===== src/rtl/mem_arbiter.sv =====
// Arbitrates the single main-memory port between the icache and dcache miss paths.
// One line transfer (request + BEATS data beats) is in flight at a time; ties go round-robin.
module mem_arbiter #(
  parameter int ADDR_W = 28,
  parameter int DATA_W = 128,
  parameter int BEATS  = 4
) (
  input  logic              clk,
  input  logic              rst_n,
  input  logic              ic_req_valid,
  input  logic [ADDR_W-1:0] ic_req_addr,
  output logic              ic_req_ready,
  output logic              ic_resp_valid,
  output logic [DATA_W-1:0] ic_resp_data,
  input  logic              dc_req_valid,
  input  logic              dc_req_rw,
  input  logic [ADDR_W-1:0] dc_req_addr,
  output logic              dc_req_ready,
  input  logic              dc_wdata_valid,
  input  logic [DATA_W-1:0] dc_wdata,
  output logic              dc_wdata_ready,
  output logic              dc_resp_valid,
  output logic [DATA_W-1:0] dc_resp_data,
  output logic              mem_req_valid,
  output logic              mem_req_rw,
  output logic [ADDR_W-1:0] mem_req_addr,
  input  logic              mem_req_ready,
  output logic              mem_wdata_valid,
  output logic [DATA_W-1:0] mem_wdata,
  input  logic              mem_wdata_ready,
  input  logic              mem_resp_valid,
  input  logic [DATA_W-1:0] mem_resp_data,
  output logic              busy
);

  localparam int CNT_W = $clog2(BEATS);
  localparam logic [CNT_W-1:0] LAST_BEAT = CNT_W'(BEATS - 1);

  typedef enum logic [1:0] {IDLE, REQ, WDATA, RDATA} state_t;

  state_t            state, state_nxt;
  logic [CNT_W-1:0]  cnt, cnt_nxt;
  logic              grant_dc, grant_dc_nxt;
  logic              last_dc, last_dc_nxt;
  logic [ADDR_W-1:0] addr_q, addr_nxt;
  logic              rw_q, rw_nxt;
  logic              pick_dc;

  // dcache wins when alone, or on a tie when the icache was served last
  assign pick_dc = dc_req_valid && (!ic_req_valid || !last_dc);

  always_ff @(posedge clk or negedge rst_n) begin
    if (!rst_n) begin
      state    <= IDLE;
      cnt      <= '0;
      grant_dc <= 1'b0;
      last_dc  <= 1'b0;
      addr_q   <= '0;
      rw_q     <= 1'b0;
    end else begin
      state    <= state_nxt;
      cnt      <= cnt_nxt;
      grant_dc <= grant_dc_nxt;
      last_dc  <= last_dc_nxt;
      addr_q   <= addr_nxt;
      rw_q     <= rw_nxt;
    end
  end

  always_comb begin
    state_nxt       = state;
    cnt_nxt         = cnt;
    grant_dc_nxt    = grant_dc;
    last_dc_nxt     = last_dc;
    addr_nxt        = addr_q;
    rw_nxt          = rw_q;
    mem_req_valid   = 1'b0;
    ic_req_ready    = 1'b0;
    dc_req_ready    = 1'b0;
    mem_wdata_valid = 1'b0;
    dc_wdata_ready  = 1'b0;
    ic_resp_valid   = 1'b0;
    dc_resp_valid   = 1'b0;

    case (state)
      IDLE: begin
        if (ic_req_valid || dc_req_valid) begin
          grant_dc_nxt = pick_dc;
          last_dc_nxt  = pick_dc;
          addr_nxt     = pick_dc ? dc_req_addr : ic_req_addr;
          rw_nxt       = pick_dc && dc_req_rw;
          state_nxt    = REQ;
        end
      end
      REQ: begin
        mem_req_valid = 1'b1;
        ic_req_ready  = !grant_dc && mem_req_ready;
        dc_req_ready  = grant_dc && mem_req_ready;
        if (mem_req_ready) begin
          cnt_nxt   = '0;
          state_nxt = rw_q ? WDATA : RDATA;
        end
      end
      WDATA: begin
        mem_wdata_valid = dc_wdata_valid;
        dc_wdata_ready  = mem_wdata_ready;
        if (dc_wdata_valid && mem_wdata_ready) begin
          cnt_nxt = cnt + 1'b1;
          if (cnt == LAST_BEAT) state_nxt = IDLE;
        end
      end
      RDATA: begin
        ic_resp_valid = !grant_dc && mem_resp_valid;
        dc_resp_valid = grant_dc && mem_resp_valid;
        if (mem_resp_valid) begin
          cnt_nxt = cnt + 1'b1;
          if (cnt == LAST_BEAT) state_nxt = IDLE;
        end
      end
      default: state_nxt = IDLE;
    endcase
  end

  // Data paths are plain wires; only the valids/readies are gated by state
  assign mem_req_rw   = rw_q;
  assign mem_req_addr = addr_q;
  assign mem_wdata    = dc_wdata;
  assign ic_resp_data = mem_resp_data;
  assign dc_resp_data = mem_resp_data;
  assign busy         = (state != IDLE);

endmodule


===== config.mk =====
export PLATFORM = sky130hd
export DESIGN_NAME = mem_arbiter
export DESIGN_NICKNAME = d
export VERILOG_FILES = /design/src/rtl/mem_arbiter.sv
export SDC_FILE = /design/constraint.sdc
export NUM_CORES = 1
export LEC_CHECK = 0
export CAP_MARGIN = 5
export CORE_AREA = 5 5 289 291
export CTS_CLUSTER_DIAMETER = 100
export DETAILED_ROUTE_END_ITERATION = 8
export DIE_AREA = 0 0 294 296
export GPL_TIMING_DRIVEN = 0
export HOLD_SLACK_MARGIN = 0.02
export PLACE_DENSITY = 0.32
export REMOVE_ABC_BUFFERS = 1
export SLEW_MARGIN = 5
export SYNTH_ARGS = -nofsm -noshare
export SYNTH_HDL_FRONTEND = slang
export SYNTH_SLANG_ARGS = --single-unit

===== constraint.sdc =====
create_clock -name clk -period 2.2 [get_ports clk]
set_clock_uncertainty 0.2 [all_clocks]
set_input_delay 0.44 -clock clk [delete_from_list [all_inputs] [get_ports clk]]
set_output_delay 0.44 -clock clk [all_outputs]
set_load 0.02 [all_outputs]

[Word-level counts from Yosys, hierarchy flattened]
Index checks and enable logic that the tools add are counted.
Word-level totals
  bits in registers: 34
  input bits: 321
  output and inout bits: 421
  word-level logic and storage cells: 50
Cells by class
  add/subtract/negate cells: 1
  equal/unequal tests: 8
  mux-type cells: 19
  reductions and logical operators: 17
Operators with widths (number)
  2-to-1 mux 28 bit: 1
  2-to-1 mux 2 bit: 8
  2-to-1 mux 1 bit: 8
  != test 2 bit, second input constant: 4
  case mux 2 bit (4 select lines): 1
  AND reduction 4 bit: 2
  logical AND 1 bit: 7
  equality test 2 bit, second input constant: 3
  case mux 2 bit (3 select lines): 1
  nonzero test 3 bit: 1
  adder 2 x 1 -> 2 bit, second input constant: 1
  equality test 2 x 1 -> 1 bit, second input constant: 1
  logical NOT 1 bit: 2
  logical NOT 2 bit: 1
  logical OR 1 bit: 2
  AND reduction 2 bit: 1
  nonzero test 2 bit: 1

[Depth between registers and ports, before layout]
Gate-level depths: netlist (run 1).
  depth in word-level cells: 4
  gate-level depth with buffers: 6
  mapped depth without buffers: 4

[Least setup slack after synthesis (run 1)]
OpenSTA, ideal clock, no wires.
  path kind: register to register
  from: reg state[0]
  to: reg last_dc
  setup time: 0.125 ns
  arrival: 1.447 ns
  data required time: 1.875 ns
  slack: 0.427 ns
  cell stages (with the launch flop): 7
  buffers on the path: 3
  period minus slack after synthesis: 1.773 ns
  cell sequence: dfrtp_1 -> or2_1 -> buf_6 -> nor2_8 -> buf_8 -> buf_12 -> mux2_4
Between the ends
  word-level cells in the longest chain between the ends: 2
Ends and longest elaborated chain
  start: declaration: RTL line 41  | state_t state, state_nxt;
  start signal: assignment: RTL line 61  | state <= state_nxt;
  logical NOT 2 bit: RTL line 85  | case (state)
  AND reduction 2 bit (no line)
  end signal: assignment: RTL line 64  | last_dc <= last_dc_nxt;
  end: declaration: RTL line 44  | logic last_dc, last_dc_nxt;
No other way between the ends.
A chain may end at the register's enable or synchronous reset.

[Worst setup path after layout (run 1)]
  from: reg state[1]
  to: out busy
Between the ends
  word-level cells in the longest chain between the ends: 1
Ends and longest elaborated chain
  nonzero test 2 bit: RTL line 130  | assign busy = (state != IDLE);
  end: declaration: RTL line 33  | output logic busy
No other way between the ends.

==> out/metrics.sh, run 1 <==
CRITICAL_PATH_ARRIVAL_PS=1510
P_PER_AREA_nW_PER_UM2=953
POSTSYNTH.ASYNCRESETSHARE=1.00
SYNTHDOMINANTAREACELLTYPE='sky130_fd_sc_hd__buf_4'
MIN_DELAY_PATH_DEPTH=1
POST_SYNTHESIS_SEQUENTIAL_ELEMENT_COUNT=34
SYNTH-XOR-AREA-SHARE=0
TIMING.REG2REG.WORST_PATH_DEPTH=3
MAX_SLEW.WORST_PIN.SLEW_PS=624
POSTROUTEWIRELENGTH_UM=116000
WORST_SLEW_MARGIN=0.584
ROUTED-VIA-COUNT=2824
CORE.ROWCOUNT=104
CLKTRANSATPATHREGS_PS=70
MIN-DELAY-PATH-CLASS='flop to flop'
PLACED_CELLS=1288
YOSYS.CELL_COUNT.TOP_TYPE='sky130_fd_sc_hd__buf_4'
DPL.HPWL_UM=109000
CELLLEAKAGEPOWER_uW=0.00133
SYNTH-COMPOUND-AREA-SHARE=0.0159
CRITICAL_PATH.MAX_FANOUT=12
DRT.ANTENNA.VIOLATING_NETS=0
SYNTH_MUX_AREA_FRAC=0.146
DIE_AREA_SQ_UM=87000
DOMINANTREGCELLSYNTH='sky130_fd_sc_hd__dfrtp_1'
DRV_SLEW=0
GLOBAL_ROUTE.USAGE.TOTAL=0.255
PRE_CTS_WS_PS=-631
SYNTH_SIMPLE_GATE_AREA_SHARE=0.0260
CTS_TREE='done'
PORTION_OF_THE_CLOCK_CYCLE_CONSUMED_BY_THE_WORST_PATH_IN_THE_FINAL_LAYOUT=0.979
FMAX_MHz=464
DRIVE_GT1_FRAC=0.344
UNREPAIRED_SETUP_ENDPOINTS_AFTER_GLOBAL_ROUTING='no'
LAYOUT.CELLS.NON_FILLER=1305
YOSYSSEQAREASHARE=0.181
FINAL.FILL_COUNT=9426
COREAREA_SQ_UM=80300
CLKSINKCOUNT=34
PLACEMENT.IO_BUFFERS=101
FIN_CRIT_PS=2150
SYN-INSTANCE-COUNT=517
SYNTH-EDFF-COUNT=0
CTS_MADE_BUFFERS=5
MAX-CAP-VIOLATIONS=0
CRIT_PATH_START_KIND='flop'
DIE_HEIGHT_UM=296
PIN_COUNT_OF_THE_BIGGEST_NET_ENTERING_GLOBAL_ROUTING=20
AREA.GROWTH.SYNTH_TO_FINAL_PCT=-7.36
YOSYS.AREA.TOP_TYPE_SHARE=0.614
CTS-ROOT-BUF='sky130_fd_sc_hd__clkbuf_16'
POSTSYNTHAREAPERCELL_SQ_UM=9.11
WORST_SKEW_PAIR.LATE_LATENCY_PS=320
REQUIRED_PS=1560
GRT_FIRST_PASS_WIRELENGTH_UM=122000
NNETSFINAL=566
UTILIZATION=0.0543
POST_LAYOUT_WORST_SETUP_MARGIN_PS=45.3
FINALHOLDWORSTSLACK_PS=312
POST_SYNTH_NUM_CELL_TYPES=31
TOP_LEVEL_PORTS=742
INITIALDRTVIOLATIONCOUNT=306
DRT-PASS1-ITER-COUNT=4
DETAIL_ROUTE.DRC_VIOLATIONS=0
DETAIL_ROUTE.VIAS_PER_CELL=2.16
CTS.HTREE.LEVELS=2
CHIPWIDTH_UM=294
TIMING.SETUP.CRITICAL_PATH_CLASS='flop to primary output'
DOMINANT_COMBINATIONAL_CELL_FAMILY_BY_AREA_AFTER_SYNTHESIS='buffers and inverters'
ROUTEDWLPERCELL_UM=88.8
WORST_IR_DROP_VDD_mV=0.378
RUN_STATUS='completed'
VIA_COUNT_OF_THE_FIRST_GLOBAL_ROUTING_PASS=2655
GRT_ANTENNA_BEFORE_REPAIR=4
SYNTHESIS.AREA_SQ_UM=4710
PLACE.GP.CONGESTION=1.16
SYNTH_COMMON_CELLS='sky130_fd_sc_hd__buf_4, sky130_fd_sc_hd__mux2_2, sky130_fd_sc_hd__dfrtp_1, sky130_fd_sc_hd__mux2_4'
FINALHOLDVIOLATIONS=0
START_UTIL=0.0587
SYNTH_ADDER_AREA_SHARE=0.00266
POST_SYNTH_MAIN_AREA_CONTRIBUTORS='sky130_fd_sc_hd__buf_4, sky130_fd_sc_hd__dfrtp_1, sky130_fd_sc_hd__mux2_2'
TOTAL_POWER_uW=4160
WORST_SETUP_PATH_END_KIND='primary output'
GRT_OVERFLOW_TOTAL=0
YOSYS_WARNINGS=0
MAXIMUM_BUFFER_DEPTH_OF_THE_CLOCK_TREE=2
TIMING.FINAL.SETUP_VIOLATIONS=0
worst paths after layout:
| kind | start | endpoint | slack [ps] |
|---|---|---|---|
| setup / recovery | state[1] | busy | 50 |
| hold / removal | mem_req_addr[27] | mem_req_addr[27] | 310 |
| hold reg to reg | mem_req_addr[27] | mem_req_addr[27] | 310 |
| setup reg to reg | state[1] | mem_req_addr[26] | 240 |
| max in group asynchronous | rst_n | state[0] | 790 |
| min in group asynchronous | rst_n | mem_req_addr[7] | 450 |
power breakdown:
| part | internal (uW) | switching (uW) | leakage (uW) |
|---|---|---|---|
| Combinational | 1160 | 1020 | 0.000861 |
| Sequential | 949 | 224 | 0.000403 |
| Clock | 418 | 390 | 0.0000629 |
flip-flops by register name, indices dropped and copies added (netlist names):
register and count:
cnt 2, mem_req_addr 28, last_dc 1, state 2
mem_req_rw 1
per-stage QoR:
stage          cell area (sq um)  TNS, ps
3_5_place_dp                4140   -17320
3_3_place_gp                4090  -132660
5_1_grt                     4360        0
4_1_cts                     4340        0
2_1_floorplan               1750   -19970
6_report                    4360        0
area by class of cell:
cell class | count | area, sq um | share of cell area
Clock buffer | 6 | 129 | 0.0295
Antenna cell | 1 | 2.50 | 0.000574
Sequential cell | 34 | 853 | 0.196
Inverter | 1 | 3.75 | 0.000860
Timing Repair Buffer | 111 | 1110 | 0.255
Clock inverter | 1 | 7.51 | 0.00172
Tap cell | 1060 | 1330 | 0.304
Multi-Input combinational cell | 91 | 930 | 0.213
layer usage:
metal,track usage,up-vias,part of all wire
met5,0.0878,-,0.0094
met4,0.178,16,0.093
met3,0.359,159,0.28
met2,0.457,875,0.50
met1,0.0758,1073,0.11
li1,-,701,-
cell families after synthesis:
kind of cell,after synthesis
adder cells (fa/ha/maj),1
multiplexers,58
flip-flops,34
buffers and inverters,393
AND/OR/NAND/NOR,19
AO/OA/AOI/OAI,12
worst max-delay path: stages (launching register included):
cell and delay (ps):
sky130_fd_sc_hd__dfrtp_2 480, sky130_fd_sc_hd__or2_4 360, sky130_fd_sc_hd__dlygate4sd2_1 350
repair_timing:
| action | 4_1_cts | 5_1_grt |
|---|---|---|
| pin swaps | 2 | 0 |
| setup endpoints to repair | 37 | 3 |
| endpoints found under the hold margin | 16 | 0 |
| gates cloned | 1 | 0 |
| gates resized for setup | 26 | 2 |
| hold buffers | 1 | 0 |
| buffers inserted | 4 | 3 |
cell usage in the layout, fill, tap and decap left out, types with 5 or more instances in the layout:
master,instances
sky130_fd_sc_hd__mux2_4,10
sky130_fd_sc_hd__clkbuf_16,5
sky130_fd_sc_hd__dfrtp_1,32
sky130_fd_sc_hd__clkdlybuf4s50_1,91
sky130_fd_sc_hd__mux2_2,43
sky130_fd_sc_hd__buf_4,5
Note: power is estimated with default switching activity, not from simulation.
==> inputs of run 2 (changes only) <==
--- a/config.mk
+++ b/config.mk
@@ -13,3 +13,2 @@
 export GPL_TIMING_DRIVEN = 0
-export HOLD_SLACK_MARGIN = 0.02
 export PLACE_DENSITY = 0.32
--- a/constraint.sdc
+++ b/constraint.sdc
@@ -4,2 +4,2 @@
 set_output_delay 0.44 -clock clk [all_outputs]
-set_load 0.02 [all_outputs]
+set_load 0.05 [all_outputs]
==> run 2 against run 1 <==
Largest power group unchanged. Sequential share of layout area grew 0.051 points. First-iteration DRC count grew 3.6%. Largest cell class unchanged. Worst hold slack lost 0.99 ps. Clock power shrank 1%. Final cell count shrank 0.23%. Sequential power is essentially flat. Fmax shrank 0.17%. Core utilization is essentially flat. Non-clock buffer count shrank 3. Total power grew 16%.
==> out/metrics.sh, run 2 (synthesis gave the netlist of run 1 again) <==
RUN_STATUS='completed'
CELL_INTERNAL_PWR_uW=2490
CTS.HTREE.LEVELS=2
MAX_SLEW.WORST_PIN.SLEW_PS=750
START_UTIL=0.0587
POWER.SWITCHING_FRACTION=0.483
WORST_SETUP_PATH_END_KIND='primary output'
DPL_CELL_AREA_SQ_UM=4140
GRT_ANTENNA_BEFORE_REPAIR=2
FINALSETUPTNS_PS=0
CRITICAL_PATH.SLOWEST_CELL='sky130_fd_sc_hd__clkdlybuf4s50_1'
DPL.HPWL_UM=109000
CRITICAL_PATH.MAX_FANOUT=2
CTS_MADE_BUFFERS=5
PLACEMENT.IO_BUFFERS=101
ROUTED-VIA-COUNT=2922
TIMING.FINAL.SETUP_VIOLATIONS=0
CORE.ROWCOUNT=104
GLOBAL_ROUTE.USAGE.TOTAL=0.255
POSTROUTEWIRELENGTH_UM=116000
POSTLAYOUTCELLAREA_SQ_UM=4350
TIMING.SETUP.CRITICAL_PATH_CLASS='flop to primary output'
CLKTRANSATPATHREGS_PS=70
GRT_OVERFLOW_TOTAL=0
WORST_IR_DROP_VDD_mV=0.486
CTS_TREE='done'
CLKSINKCOUNT=34
DIE_HEIGHT_UM=296
MAXIMUM_BUFFER_DEPTH_OF_THE_CLOCK_TREE=2
REQUIRED_PS=1560
PWR-SHARE-CLK=0.166
FINALHOLDVIOLATIONS=0
AREA.GROWTH.SYNTH_TO_FINAL_PCT=-7.60
ROUTEDWLPERCELL_UM=89.0
CELLLEAKAGEPOWER_uW=0.00133
GRT_FIRST_PASS_WIRELENGTH_UM=122000
PIN_COUNT_OF_THE_BIGGEST_NET_ENTERING_GLOBAL_ROUTING=20
CPPEAKSTAGEDELAY_PS=850
TIMING.CRITICAL_PATH.MAX_DELAY_FAMILY='buffers and inverters'
INITIALDRTVIOLATIONCOUNT=317
PRE_CTS_WS_PS=-712
PORTION_OF_THE_CLOCK_CYCLE_CONSUMED_BY_THE_WORST_PATH_IN_THE_FINAL_LAYOUT=0.981
POST_LAYOUT_WORST_SETUP_MARGIN_PS=41.5
CRITICAL_PATH_ARRIVAL_PS=1520
POWER_SHARE_OF_THE_SEQUENTIAL_GROUP=0.244
TOP_LEVEL_PORTS=742
FMAX_MHz=463
LAYOUT.CELLS.NON_FILLER=1302
DRT-PASS1-ITER-COUNT=4
WORST_SKEW_PAIR.LATE_LATENCY_PS=320
FIN_CRIT_PS=2160
P_PER_AREA_nW_PER_UM2=1110
DRIVE_GT1_FRAC=0.357
MIN-DELAY-PATH-CLASS='flop to flop'
WORST_SLEW_MARGIN=0.502
DETAIL_ROUTE.DRC_VIOLATIONS=0
MOST_COMMON_CELL_AFTER_LAYOUT_FILL_AND_TAPS_ASIDE='sky130_fd_sc_hd__clkdlybuf4s50_1'
TIMING.CRITICAL_PATH.CELLS='clkdlybuf4s50_1'
COREAREA_SQ_UM=80300
DRV_SLEW=0
PLACE.GP.CONGESTION=1.16
VIA_COUNT_OF_THE_FIRST_GLOBAL_ROUTING_PASS=2652
DETAIL_ROUTE.VIAS_PER_CELL=2.24
UNREPAIRED_SETUP_ENDPOINTS_AFTER_GLOBAL_ROUTING='no'
POWER.SHARE.COMBINATIONAL=0.590
CRIT_PATH_BUFFERS_INVERTERS=1
CTS-ROOT-BUF='sky130_fd_sc_hd__clkbuf_16'
CRIT_PATH_START_KIND='flop'
LARGEST_REG_FLOPS=28
DRT.ANTENNA.VIOLATING_NETS=0
NET-SWITCHING-POWER_uW=2330
CHIPWIDTH_UM=294
DIE_AREA_SQ_UM=87000
TOTAL_POWER_uW=4820
LAYOUT.CELLS.MOST_COMMON_LIST='sky130_fd_sc_hd__clkdlybuf4s50_1, sky130_fd_sc_hd__mux2_2, sky130_fd_sc_hd__dfrtp_1'
FINAL.FILL_COUNT=9423
NNETSFINAL=563
PLACED_CELLS=1288
MAX-CAP-VIOLATIONS=0
-- run 2: area by class of cell --
class	count	area [sq um]	area share
inverters	1	3.75	0.000863
clock inverters	1	7.51	0.00173
diodes	1	2.50	0.000575
well taps	1060	1330	0.305
multi-input cells	91	936	0.215
clock buffers	6	129	0.0296
repair buffers	108	1090	0.251
flip-flops and latches	34	853	0.196
-- run 2: layer usage --
layer,vias up,track usage,part of all wire
met5,-,0.0715,0.0076
met4,12,0.175,0.090
met3,162,0.361,0.29
met2,937,0.458,0.50
met1,1115,0.0752,0.11
li1,696,-,-
-- run 2: worst paths after layout --
kind | startpoint | to | slack (ps) | depth (start not counted)
min in group asynchronous | rst_n | mem_req_addr[7] | 450 | 2
worst min-delay path | mem_req_addr[27] | mem_req_addr[27] | 310 | 1
worst max register to register | state[1] | mem_req_addr[26] | 220 | 3
max in group asynchronous | rst_n | state[0] | 780 | 3
worst min register to register | mem_req_addr[27] | mem_req_addr[27] | 310 | 1
worst max-delay path | mem_req_addr[23] | mem_req_addr[23] | 40 | 1
-- run 2: power by group through the flow --
| stage | clock network [uW] | registers (uW) | logic [uW] |
|---|---|---|---|
| after CTS | 847 | 1180 | 2890 |
| after detailed placement | 0 | 1170 | 2810 |
| after global placement | 0 | 1160 | 2830 |
| after global routing | 854 | 1230 | 3000 |
| final | 798 | 1180 | 2840 |
| after floorplan | 0 | 2090 | 820 |
-- run 2: metrics by stage --
stage / util / hold slack, ps
after floorplan: - / -55.6
after global placement: 0.0510 / 291
after detailed placement: 0.0515 / 292
after CTS: 0.0541 / 315
after global routing: 0.0542 / 319
final: 0.0542 / 311
-- run 2: repair_timing --
action                                 in CTS  in global routing
gates resized for setup                    47                  9
hold buffers                                1                  0
setup endpoints to repair                  39                  7
pin swaps                                   2                  0
gates cloned                                1                  0
endpoints found under the hold margin      16                  0
buffers inserted                            4                  0
==> inputs of run 3 (changes only) <==
- HOLD_SLACK_MARGIN: not set -> 0.15
==> results of run 3 <==
Same layout as run 2: the final DEF is identical, and so are final timing and power.
